--- config.mk ---
export PLATFORM = sky130hd
export DESIGN_NAME = seq_detector_param
export DESIGN_NICKNAME = d
export VERILOG_FILES = /design/src/rtl/seq_detector_param_pkg.sv /design/src/rtl/seq_detector_param_sat_counter.sv /design/src/rtl/seq_detector_param.sv
export SDC_FILE = /design/constraint.sdc
export NUM_CORES = 1
export LEC_CHECK = 0
export BUFFER_PORTS_ARGS = -buffer_cell sky130_fd_sc_hd__clkbuf_2
export CAP_MARGIN = 20
export CORE_AREA = 2 2 52 54
export DETAILED_ROUTE_END_ITERATION = 8
export DIE_AREA = 0 0 54 56
export PLACE_DENSITY = 0.71
export SYNTH_ARGS = -nofsm -noshare
export SYNTH_HDL_FRONTEND = slang
export SYNTH_HIERARCHICAL = 1
export SYNTH_SLANG_ARGS = --single-unit
--- constraint.sdc ---
create_clock -name clk -period 2.5 [get_ports clk]
set_input_delay 0.125 -clock clk [delete_from_list [all_inputs] [get_ports clk]]
set_output_delay 0.125 -clock clk [all_outputs]
set_load 0.05 [all_outputs]
--- src/rtl/seq_detector_param_pkg.sv ---
// Shared types and limits for the parametrised serial pattern detector.
package seq_detector_param_pkg;

    // Detector FSM: FILL while history is still loading, ARMED once a full window exists
    typedef enum logic {
        ST_FILL  = 1'b0,
        ST_ARMED = 1'b1
    } state_e;

    // Legal pattern lengths
    localparam int PAT_W_MIN = 2;
    localparam int PAT_W_MAX = 16;

endpackage

--- src/rtl/seq_detector_param_sat_counter.sv ---
// Saturating event counter with sticky saturation flag and synchronous clear.
module sat_counter #(
    parameter int CNT_W = 8
) (
    input  logic             clk,
    input  logic             reset,
    input  logic             inc,
    input  logic             clr,
    output logic [CNT_W-1:0] cnt,
    output logic             sat
);

    localparam logic [CNT_W-1:0] CNT_MAX = '1;

    logic [CNT_W-1:0] cnt_q, cnt_d;
    logic             sat_q, sat_d;

    // Next count: clear wins, otherwise increment until the maximum is reached
    always_comb begin
        cnt_d = cnt_q;
        sat_d = sat_q;
        if (clr) begin
            cnt_d = '0;
            sat_d = 1'b0;
        end else if (inc && (cnt_q != CNT_MAX)) begin
            cnt_d = cnt_q + 1'b1;
            if (cnt_d == CNT_MAX) sat_d = 1'b1;
        end
    end

    // Count and flag registers
    always_ff @(posedge clk or negedge reset) begin
        if (!reset) begin
            cnt_q <= '0;
            sat_q <= 1'b0;
        end else begin
            cnt_q <= cnt_d;
            sat_q <= sat_d;
        end
    end

    assign cnt = cnt_q;
    assign sat = sat_q;

endmodule

--- src/rtl/seq_detector_param.sv ---
// Serial pattern detector with run-time loadable pattern, overlap select and match counter.
module seq_detector_param
    import seq_detector_param_pkg::*;
#(
    parameter int PAT_W = 4,
    parameter int CNT_W = 8
) (
    input  logic             clk,
    input  logic             reset,
    input  logic             en,
    input  logic             I,
    input  logic             cfg_load,
    input  logic [PAT_W-1:0] pattern,
    input  logic             overlap,
    input  logic             clr_cnt,
    output logic             O,
    output logic [CNT_W-1:0] match_cnt,
    output logic             sat
);

    // History holds the PAT_W-1 bits preceding the current one; fill counts up to PAT_W-1
    localparam int HW = PAT_W - 1;
    localparam int FW = $clog2(PAT_W);

    logic [PAT_W-1:0] pat_q, pat_d;
    logic             ovl_q, ovl_d;
    logic [HW-1:0]    hist_q, hist_d;
    logic [FW-1:0]    fill_q, fill_d;
    state_e           state_q, state_d;
    logic             o_q, o_d;
    logic             match;

    // Config capture, history shift, fill tracking and match decision
    always_comb begin
        pat_d   = pat_q;
        ovl_d   = ovl_q;
        hist_d  = hist_q;
        fill_d  = fill_q;
        state_d = state_q;
        match   = 1'b0;
        if (cfg_load) begin
            // New config flushes history; the bit on I this cycle is dropped
            pat_d   = pattern;
            ovl_d   = overlap;
            hist_d  = '0;
            fill_d  = '0;
            state_d = ST_FILL;
        end else if (en) begin
            hist_d = HW'({hist_q, I});
            if (fill_q != FW'(HW)) fill_d = fill_q + 1'b1;
            case (state_q)
                ST_FILL: begin
                    if (fill_q == FW'(PAT_W - 2)) state_d = ST_ARMED;
                end
                ST_ARMED: begin
                    match = ({hist_q, I} == pat_q);
                    // Non-overlap: the matched bits must not seed the next match
                    if (match && !ovl_q) begin
                        hist_d  = '0;
                        fill_d  = '0;
                        state_d = ST_FILL;
                    end
                end
                default: state_d = ST_FILL;
            endcase
        end
        o_d = match;
    end

    // Detector state registers
    always_ff @(posedge clk or negedge reset) begin
        if (!reset) begin
            pat_q   <= '0;
            ovl_q   <= 1'b1;
            hist_q  <= '0;
            fill_q  <= '0;
            state_q <= ST_FILL;
            o_q     <= 1'b0;
        end else begin
            pat_q   <= pat_d;
            ovl_q   <= ovl_d;
            hist_q  <= hist_d;
            fill_q  <= fill_d;
            state_q <= state_d;
            o_q     <= o_d;
        end
    end

    assign O = o_q;

    sat_counter #(
        .CNT_W (CNT_W)
    ) u_cnt (
        .clk   (clk),
        .reset (reset),
        .inc   (match),
        .clr   (clr_cnt),
        .cnt   (match_cnt),
        .sat   (sat)
    );

endmodule

# After elaboration in Yosys (flattened, before gate mapping)
# Index checks and enable logic that the tools add are counted.
[word_totals]
elab_cells = 45
output_inout_bits = 10
input_bits = 11
regBits = 21
[classes]
add_sub_neg = 2
eq_ne = 5
n_mux = 22
n_reduce_logical = 7
bitwise_logic = 1
[ops]
columns = ["cell", "count"]
rows = [
  ["$mux W8", 2],
  ["$mux W3", 4],
  ["$mux W1", 10],
  ["$mux W2", 5],
  ["$add A8 B1 Y8 const B", 1],
  ["$eq A8 B8 Y1 const B", 1],
  ["$ne A8 B8 Y1 const B", 1],
  ["$reduce_bool A2 Y1", 3],
  ["$eq A4 B4 Y1", 1],
  ["$add A2 B1 Y2 const B", 1],
  ["$eq A2 B2 Y1 const B", 1],
  ["$logic_and A1 B1 Y1", 2],
  ["$ne A2 B2 Y1 const B", 1],
  ["$pmux W1 S2", 1],
  ["$reduce_and A2 Y1", 1],
  ["$logic_not A1 Y1", 1],
  ["$not A1 Y1", 1],
]

# Logic depth before layout (Yosys ltp)
# Gate-level depths: netlist of run 1.
[logic_depth]
word_depth = 7
mapped_depth = 8
depth_no_buf = 7

# Hierarchy
# The synthesis of run 1 kept the hierarchy.
[modules_own_cells]
columns = ["module", "n_inst", "area_per_inst_um2", "cells_per_inst", "seq_area_each_um2"]
rows = [
  ["seq_detector_param", 1, 609.3, 53, 301.5],
  ["sat_counter", 1, 553.0, 59, 225.2],
]

# Least setup slack after synthesis of run 1
# Ideal clock, no wire load.
[synth_path]
path_kind = "register -> register"
from = "reg u_cnt.cnt_q[1] (netlist: u_cnt/cnt[1])"
to = "reg u_cnt.cnt_q[6] (netlist: u_cnt/cnt[6])"
n_path_buf = 1
stages_incl_launch_ff = 7
period_less_slack_ns = 1.830
setup_ns = 0.135
slack_ns = 0.670
arrival_ns = 1.695
t_required_ns = 2.365
cell_sequence = "dfrtp_1 ha_1 buf_2 and4_1 nand3_1 nor3b_1 nor3_1"
[synth_between]
elab_chain_cells = 3
elab_cells_between_ends = 6
cone_classes = "add/sub: 1; eq/ne: 1; mux: 2; reduce/logical: 2"
[synth_rtl]
columns = ["element", "line_no", "rtl"]
rows = [
  ["start: declaration", "seq_detector_param_sat_counter.sv:15", "logic [CNT_W-1:0] cnt_q, cnt_d;"],
  ["start signal: assignment", "seq_detector_param_sat_counter.sv:37", "cnt_q <= cnt_d;"],
  ["$add A8 B1 Y8 or $ne A8 B8 Y1 (tied branches)", "seq_detector_param_sat_counter.sv:26, seq_detector_param_sat_counter.sv:25", ""],
  ["$mux W8 or $logic_and A1 B1 Y1 (tied branches)", "seq_detector_param_sat_counter.sv:25", "end else if (inc && (cnt_q != CNT_MAX)) begin"],
  ["$mux W8 or $reduce_bool A2 Y1 (tied branches)", "--", ""],
]
# Several ways; a longest one is shown, not always the timed one. The select of a mux whose other input is x is not followed.
# A chain may end at the register's enable or synchronous reset.

# Worst setup path after layout of run 1
[layout_path]
from = "reg hist_q[1]"
to = "reg u_cnt.cnt_q[6] (netlist: u_cnt/cnt[6])"
[layout_between]
elab_chain_cells = 6
[layout_rtl]
columns = ["element", "line_no", "rtl"]
rows = [
  ["start: declaration", "seq_detector_param.sv:27", "logic [HW-1:0] hist_q, hist_d;"],
  ["start signal: assignment", "seq_detector_param.sv:82", "hist_q <= hist_d;"],
  ["$eq A4 B4 Y1", "seq_detector_param.sv:56", "match = ({hist_q, I} == pat_q);"],
  ["$mux W1", "seq_detector_param.sv:51", "case (state_q)"],
  ["$mux W1", "seq_detector_param.sv:48", "end else if (en) begin"],
  ["$mux W1", "seq_detector_param.sv:41", "if (cfg_load) begin"],
  ["named net match", "seq_detector_param.sv:31", "logic match;"],
  ["$logic_and A1 B1 Y1", "seq_detector_param_sat_counter.sv:25", ""],
  ["$reduce_bool A2 Y1 (no source line)", "--", ""],
]
# The timed path passes the listed nets, and every way through them passes these cells.

==> flow_summary.toml, run 1 <==
[sta]
whs_ns = 0.0529
tns_ns = 0
hold_viol = 0
rsz0062_at_grt = "no"
skew_ns = 0.00248
slew_headroom_pct = 65.9
worstMarginPinSlew_ns = 0.512
slew_violations = 0
post-route-period-util_pct = 77.2
period_needed_ns = 1.93
setup_viol = 0
fmax_mhz = 518

[layout]
nFillCells = 229
final_cell_area_mm2 = 0.00128
area_growth_pct = 9.90
nets = 144
final_cell_mix = "dfrtp_1, clkbuf_2, nor2_1, a21oi_1"
antenna_cells = 0
postLayoutCoreUtil_pct = 52.5
drive_above_1_share_pct = 27.7

[global_route]
grt_max_degree = 22
track_usage_pct = 15.8
grt_remaining_overflow = 0
grt_pass1_vias = 830
antenna_found_initial = 0
grt_pass1_wl_um = 3590

[placed_design]
dpl-instance-area_mm2 = 0.00124
gp_congestion = 0.775
dp.final_hpwl_um = 1550
port_buffers = 20

[yosys]
syn-instance-count = 112
yosysTopAreaCell = "dfrtp_1"
avgSynthCellArea_um2 = 10.4
synth_area_mm2 = 0.00116
ys_types = 35
syn_nets = 125
synth.top_cell.area_share_pct = 43.1
ys_seq_area_share_pct = 45.3
yosys_warnings = 6
netlist_top_cells_area = "dfrtp_1, mux2_2, buf_6, a31oi_1, a21oi_1"
ys_ff_latch = 21

[floorplanning]
start_util_pct = 47.8
core_area_mm2 = 0.00243
io_pins = 21
placementRows = 18
die_h_um = 56
fp.dieW_um = 54
dieArea_mm2 = 0.00302

[route]
via_per_inst = 5.61
wl_per_cell_um = 13.8
vias = 898
drt-initial-drc-count = 19
drtPass1Iterations = 4
drc = 0
ant_nets = 0
routed_wl_um = 2210

[setup_path]
slowest_stage = "dfrtp_1"
criticalPathCategory = "register to register"
cp_common_cell = "and3_1"
arrival_ns = 2.12
cp_max_fo = 8
path_cells = "xnor2_1 -> and3_1 -> and3_1 -> and4_1 -> nand3_1 -> nor3b_1 -> nor3_1"
timing.rr.start = "hist_q[1]$_DFFE_PN0P_"
worst_setup_path_start_kind = "register"
cpPeakStageDelay_ns = 0.43
cp-startpoint = "hist_q[1]$_DFFE_PN0P_"
worstSetupEndpointType = "register"
required_ns = 2.69

[pwr]
powerDensity_mw_per_mm2 = 462
total_power_mw = 0.591
p_leak_nw = 0.555
ir_drop_mv = 0.245

[clock_network]
cts.sinks = 21
cts_tree = "done"
h-tree-depth = 1
cts_buffers = 3
clkTransAtPathRegs_ns = 0.11
ctsResizeCount = 0
insertion_delay_ns = 0.30
clockBufferDepth = 2
clock-root-buffer = "clkbuf_4"

[status]
run_status = "finished clean"

[worst_hold_path]
hold_start = "pattern[1]"
worstHoldPathType = "input port to register"

[flow_run]
maxCapViolations = 0
[critical path, delay by kind of cell (launching register included)]
family | cells | cell delay (ns)
AND/OR/NAND/NOR | 6 | 1.26
flip-flops | 1 | 0.43
XOR/XNOR | 1 | 0.13
[routing by layer]
| layer | wire, um | track usage [%] | up-vias |
|---|---|---|---|
| li1 | - | - | 440 |
| met1 | 1040 | 21.9 | 434 |
| met2 | 1050 | 24.4 | 20 |
| met3 | 92 | 2.69 | 4 |
| met4 | 28 | 5.71 | 0 |
| met5 | 0 | 0 | - |
[registers in the layout, summed over array words and instances (netlist names)]
signal,flops
u_cnt/cnt,8
pat_q,4
hist_q,3
fill_q,2
O,1
ovl_q,1
state_q,1
u_cnt/sat,1
[synthesized netlist by cell type]
cell type / instances
dfrtp_1: 20
a21oi_1: 8
nor2_1: 8
a31oi_1: 7
nand3_1: 7
mux2_2: 5
a211oi_1: 4
buf_6: 4
inv_1: 4
xnor2_1: 4
nand2_1: 3
nor3_1: 3
xor2_1: 3
and3_1: 2
and4_1: 2
buf_2: 2
ha_1: 2
nand4_1: 2
nor2_2: 2
nor2b_1: 2
nor3b_1: 2
nor3b_2: 2
o21ai_0: 2
a21boi_0: 1
a21o_1: 1
a41oi_4: 1
and3b_1: 1
buf_1: 1
dfstp_2: 1
nand2b_1: 1
nand3b_1: 1
o21ba_2: 1
o21bai_1: 1
o31ai_1: 1
or2_2: 1
[final cells by class]
type	instances	area [um2]	share of cell area [%]
clock buffer	4	26.3	2.06
inverter	4	15.0	1.18
multi-input combinational	80	562	44.0
sequential	21	527	41.2
tap	30	37.5	2.94
timing repair buffer	21	110	8.62
[stage by stage]
stage | std cells | worst slack (ns)
2_1_floorplan | 112 | 0.670
3_3_place_gp | 155 | 0.614
3_5_place_dp | 155 | 0.593
4_1_cts | 160 | 0.550
5_1_grt | 160 | 0.383
6_report | 160 | 0.570
[power breakdown]
part | leakage (nW) | internal [mW] | switching, mW
Combinational | 0.262 | 0.0290 | 0.0334
Clock | 0.0150 | 0.0621 | 0.101
Sequential | 0.278 | 0.354 | 0.0114
[path summary, 6_finish.rpt]
kind	end	slack (ns)	cells after the start
max in group asynchronous	ovl_q$_DFFE_PN1P_	1.83	2
worst min register to register	u_cnt/sat$_DFFE_PN0P_	0.51	2
worst min-delay path	pat_q[1]$_DFFE_PN0P_	0.05	2
worst max register to register	u_cnt/cnt[6]$_DFFE_PN0P_	0.57	7
worst max-delay path	u_cnt/cnt[6]$_DFFE_PN0P_	0.57	7
min in group asynchronous	state_q$_DFFE_PN0P_	0.31	2
[timing repair]
action / CTS / global route
endpoints found under the hold margin: 20 / 0
hold buffers: 1 / 0
buffers inserted: 0 / 0
setup endpoints to repair: 0 / 0
[cell families (layout without fill, tap and decap cells)]
| family | count (synthesis) | after routing | synth area share [%] |
|---|---|---|---|
| flip-flops | 21 | 21 | 45.3 |
| XOR/XNOR | 7 | 7 | 5.27 |
| adder cells (fa/ha/maj) | 2 | 2 | 2.15 |
| AO/OA/AOI/OAI | 27 | 27 | 16.5 |
| buffers and inverters | 11 | 29 | 6.35 |
| multiplexers | 5 | 5 | 4.84 |
| AND/OR/NAND/NOR | 39 | 39 | 19.6 |
Note: power is estimated with default switching activity, not from simulation.
==> run 2, diff against run 1 <==
- clock period: 2.5 -> 1.8 ns (I/O delays scaled with it)
==> flow_summary.toml, run 2 (synthesis results as in run 1) <==
[setup_path]
rrSetupSlack_ns = 0.08
timing.rr.start = "pat_q[3]$_DFFE_PN0P_"
required_ns = 1.99
reg2reg_depth = 7
criticalPathCategory = "register to register"
cp_max_fo = 8
worst_setup_path_start_kind = "register"
r2r-end = "u_cnt/cnt[6]$_DFFE_PN0P_"
arrival_ns = 1.92
worstSetupEndpointType = "register"

[placed_design]
place_ws_ns = 0.0107
port_buffers = 20
dp.final_hpwl_um = 1720
gp_congestion = 0.758
dpl-instance-area_mm2 = 0.00128

[layout]
nets = 149
drive_above_1_share_pct = 33.3
postLayoutCoreUtil_pct = 54.6
antenna_cells = 0
final_cell_mix = "clkbuf_2, dfrtp_1, nor2_1, a21oi_1"
nFillCells = 223
final_common_cell = "clkbuf_2"
seqCellArea_um2 = 529
multiInputGateArea_um2 = 572
largest_reg_flops = 8
final_cell_area_mm2 = 0.00133
area_growth_pct = 14.2

[floorplanning]
fp.dieW_um = 54
die_h_um = 56
placementRows = 18
start_util_pct = 47.8
dieArea_mm2 = 0.00302
io_pins = 21
core_area_mm2 = 0.00243

[sta]
hold_viol = 0
worstMarginPinSlew_ns = 0.528
slew_violations = 0
layout_setup_ws_ns = 0.0769
setup_viol = 0
skew_ns = 0.00182
post-route-period-util_pct = 95.7
tns_ns = 0
period_needed_ns = 1.72
rsz0062_at_grt = "no"
slew_headroom_pct = 64.8
fmax_mhz = 580

[status]
run_status = "finished clean"

[route]
routed_wl_um = 2390
vias = 934
drtPass1Iterations = 4
drc = 0
ant_nets = 0
wl_per_cell_um = 14.5
drt-initial-drc-count = 20
via_per_inst = 5.66

[global_route]
grt_remaining_overflow = 0
grt_pass1_wl_um = 4040
track_usage_pct = 17.7
antenna_found_initial = 0
grt_pass1_vias = 884
grt_max_degree = 22

[clock_network]
clockBufferDepth = 2
cts_tree = "done"
clkTransAtPathRegs_ns = 0.11
cts_buffers = 3
cts.sinks = 21
h-tree-depth = 1
clock-root-buffer = "clkbuf_4"
insertion_delay_ns = 0.30

[pwr]
ir_drop_mv = 0.441
total_power_mw = 0.832
powerDensity_mw_per_mm2 = 626
p_leak_nw = 0.575

[worst_hold_path]
hold_depth = 2
hold_start = "pattern[0]"
holdPathEnd = "pat_q[0]$_DFFE_PN0P_"
worstHoldPathType = "input port to register"

[flow_run]
maxCapViolations = 0
## run 2: cell type report
type	count	share of cell area (%)
Inverter	4	1.13
Multi-Input combinational cell	80	43.1
Timing Repair Buffer	26	11.1
Tap cell	30	2.83
Clock buffer	4	1.98
Sequential cell	21	39.9
## run 2: power breakdown
part	internal [mW]	total, mW	switching [mW]	leakage (nW)
Clock	0.0864	0.226	0.140	0.0150
Sequential	0.491	0.508	0.0166	0.275
Combinational	0.0478	0.0975	0.0498	0.285
Total	0.625	0.832	0.206	0.575
## run 2: worst max path at each step
stage,start,end,slack [ns],cells after the start
after floorplan,pat_q[2]$_DFFE_PN0P_,u_cnt/cnt[6]$_DFFE_PN0P_,0.05,8
after global placement,pat_q[2]$_DFFE_PN0P_,u_cnt/cnt[6]$_DFFE_PN0P_,0.12,7
after detailed placement,pat_q[3]$_DFFE_PN0P_,u_cnt/cnt[6]$_DFFE_PN0P_,0.01,7
after CTS,pat_q[3]$_DFFE_PN0P_,u_cnt/cnt[6]$_DFFE_PN0P_,0.04,7
after global routing,pat_q[3]$_DFFE_PN0P_,u_cnt/cnt[1]$_DFFE_PN0P_,0.003,7
final,pat_q[3]$_DFFE_PN0P_,u_cnt/cnt[6]$_DFFE_PN0P_,0.08,7
## run 2: through the flow
stage	cells	hold slack, ns
2_1_floorplan	112	-0.206
3_3_place_gp	160	0.0872
4_1_cts	165	0.00862
5_1_grt	165	0.00717
3_5_place_dp	160	0.0948
6_report	165	0.0160
## run 2: repair_timing
action	CTS	global route
setup endpoints to repair	5	4
buffers inserted	0	0
gates resized for setup	1	2
hold endpoints to repair	20	0
hold buffers	1	0
## run 2: worst max-delay path: stages, from the launching register on
cell	delay (ns)
dfrtp_1	0.41
xnor2_1	0.17
and3_1	0.21
and3_4	0.24
and4_1	0.23
nand3_1	0.09
nor3b_1	0.20
nor3_1	0.08
## run 2: per-layer routing
layer | share of wire [%] | wire [um] | vias up | track usage [%]
met2 | 49 | 1170 | 17 | 26.5
met1 | 48 | 1140 | 463 | 26.0
met4 | 0.67 | 16 | 0 | 5.71
met5 | 0 | 0 | - | 0
li1 | - | - | 452 | -
met3 | 3.0 | 72 | 2 | 2.69
==> run 3, diff against run 2 <==
- CORE_AREA: 2 2 52 54 -> 2 2 66 43
- DIE_AREA: 0 0 54 56 -> 0 0 68 45
==> flow_summary.toml, run 3 (synthesis results as in run 1) <==
[route]
via_per_inst = 5.55
ant_nets = 0
vias = 927
drc = 0
routed_wl_um = 2400
drtPass1Iterations = 4
wl_per_cell_um = 14.3
drt-initial-drc-count = 66

[pwr]
ir_drop_mv = 0.480
p_leak_nw = 0.584
powerDensity_mw_per_mm2 = 670

[setup_path]
worstSetupEndpointType = "register"
required_ns = 1.94
criticalPathCategory = "register to register"
cp_max_fo = 6
r2r-end = "u_cnt/cnt[6]$_DFFE_PN0P_"
timing.rr.start = "pat_q[2]$_DFFE_PN0P_"
reg2reg_depth = 7
cp-startpoint = "pat_q[2]$_DFFE_PN0P_"
rrSetupSlack_ns = 0.10
arrival_ns = 1.84
worst_setup_path_start_kind = "register"

[floorplanning]
start_util_pct = 48.1
placementRows = 14
fp.dieW_um = 68
dieArea_mm2 = 0.00306
die_h_um = 45
core_area_mm2 = 0.00242
io_pins = 21

[flow_run]
maxCapViolations = 0

[layout]
antenna_cells = 0
drive_above_1_share_pct = 36.3
largest_reg_flops = 8
area_growth_pct = 17.2
final_common_cell = "clkbuf_2"
nets = 149
fin_cells = 167
final_cell_mix = "clkbuf_2, dfrtp_1, nor2_1, a21oi_1"

[sta]
post-route-period-util_pct = 94.2
tns_ns = 0
slew_violations = 0
period_needed_ns = 1.70
setup_viol = 0
fmax_mhz = 589
hold_viol = 0
slew_headroom_pct = 66.3
worstMarginPinSlew_ns = 0.505
skew_ns = 0.00355
whs_ns = 0.0613
rsz0062_at_grt = "no"

[worst_hold_path]
hold_depth = 2
worstHoldPathType = "input port to register"
hold_start = "pattern[2]"
holdPathEnd = "pat_q[2]$_DFFE_PN0P_"

[placed_design]
dp.final_hpwl_um = 1720
placed_cells = 162
port_buffers = 20
gp_congestion = 0.780

[global_route]
grt_pass1_wl_um = 4080
grt_pass1_vias = 889
track_usage_pct = 18.5
antenna_found_initial = 0
grt_remaining_overflow = 0
grt_max_degree = 22

[clock_network]
cts_buffers = 3
clkTransAtPathRegs_ns = 0.08
post_cts_buffers = 0
cts_tree = "done"
clockBufferDepth = 2
clock-root-buffer = "clkbuf_8"
insertion_delay_ns = 0.26
h-tree-depth = 1
cts.sinks = 21

[status]
run_status = "finished clean"
==> run 3: critical path: stages (launching register included) <==
cell     delay [ns]
dfrtp_1        0.40
xnor2_1        0.18
and3_4         0.21
and3_4         0.21
and4_4         0.24
nand3_1        0.10
nor3b_2        0.18
nor3_1         0.07
==> run 3: stage by stage <==
| step | area [um2] | util (%) | total power [mW] | setup slack, ns |
|---|---|---|---|---|
| floorplan | 1160 | - | 0.574 | 0.0525 |
| global placement | 1280 | 53.1 | 0.609 | 0.118 |
| detailed placement | 1280 | 53.1 | 0.613 | 0.0139 |
| CTS | 1340 | 55.5 | 0.920 | 0.0252 |
| global route | 1360 | 56.4 | 0.958 | 0.00120 |
| finish | 1360 | 56.4 | 0.914 | 0.104 |
==> run 3: routing by layer <==
| metal | up-vias | share of wire [%] | GRT usage [%] | wire length, um |
|---|---|---|---|---|
| met4 | 0 | 0.79 | 3.60 | 19 |
| met3 | 2 | 4.6 | 5.99 | 110 |
| met2 | 22 | 43 | 26.6 | 1030 |
| li1 | 450 | - | - | - |
| met5 | - | 0 | 0 | 0 |
| met1 | 453 | 52 | 27.5 | 1240 |
==> run 3: final cells by class <==
cell class	instances	area [um2]
flip-flops and latches	21	529
clock buffers	3	41.3
repair buffers	26	148
inverters	4	15.0
clock inverters	1	5.00
well taps	32	40.0
fillers	224	1050
multi-input cells	80	584
==> run 3: what timing repair did <==
action                                  4_1_cts  5_1_grt
hold buffers                                  1        0
gates resized for setup                       1        5
hold endpoints to repair                     20        0
endpoints found under the setup margin        1        3
==> run 3: power breakdown <==
group | leakage [nW] | switching (mW) | internal, mW
Clock | 0.0255 | 0.153 | 0.154
Sequential | 0.275 | 0.0165 | 0.491
Combinational | 0.284 | 0.0509 | 0.0482
Total | 0.584 | 0.220 | 0.693
==> run 3: worst max path at each step <==
stage	end	depth (start not counted)
after floorplan	u_cnt/cnt[6]$_DFFE_PN0P_	8
after global placement	u_cnt/cnt[6]$_DFFE_PN0P_	7
after detailed placement	u_cnt/cnt[6]$_DFFE_PN0P_	7
after CTS	u_cnt/cnt[6]$_DFFE_PN0P_	7
after global routing	u_cnt/cnt[6]$_DFFE_PN0P_	7
final	u_cnt/cnt[6]$_DFFE_PN0P_	7
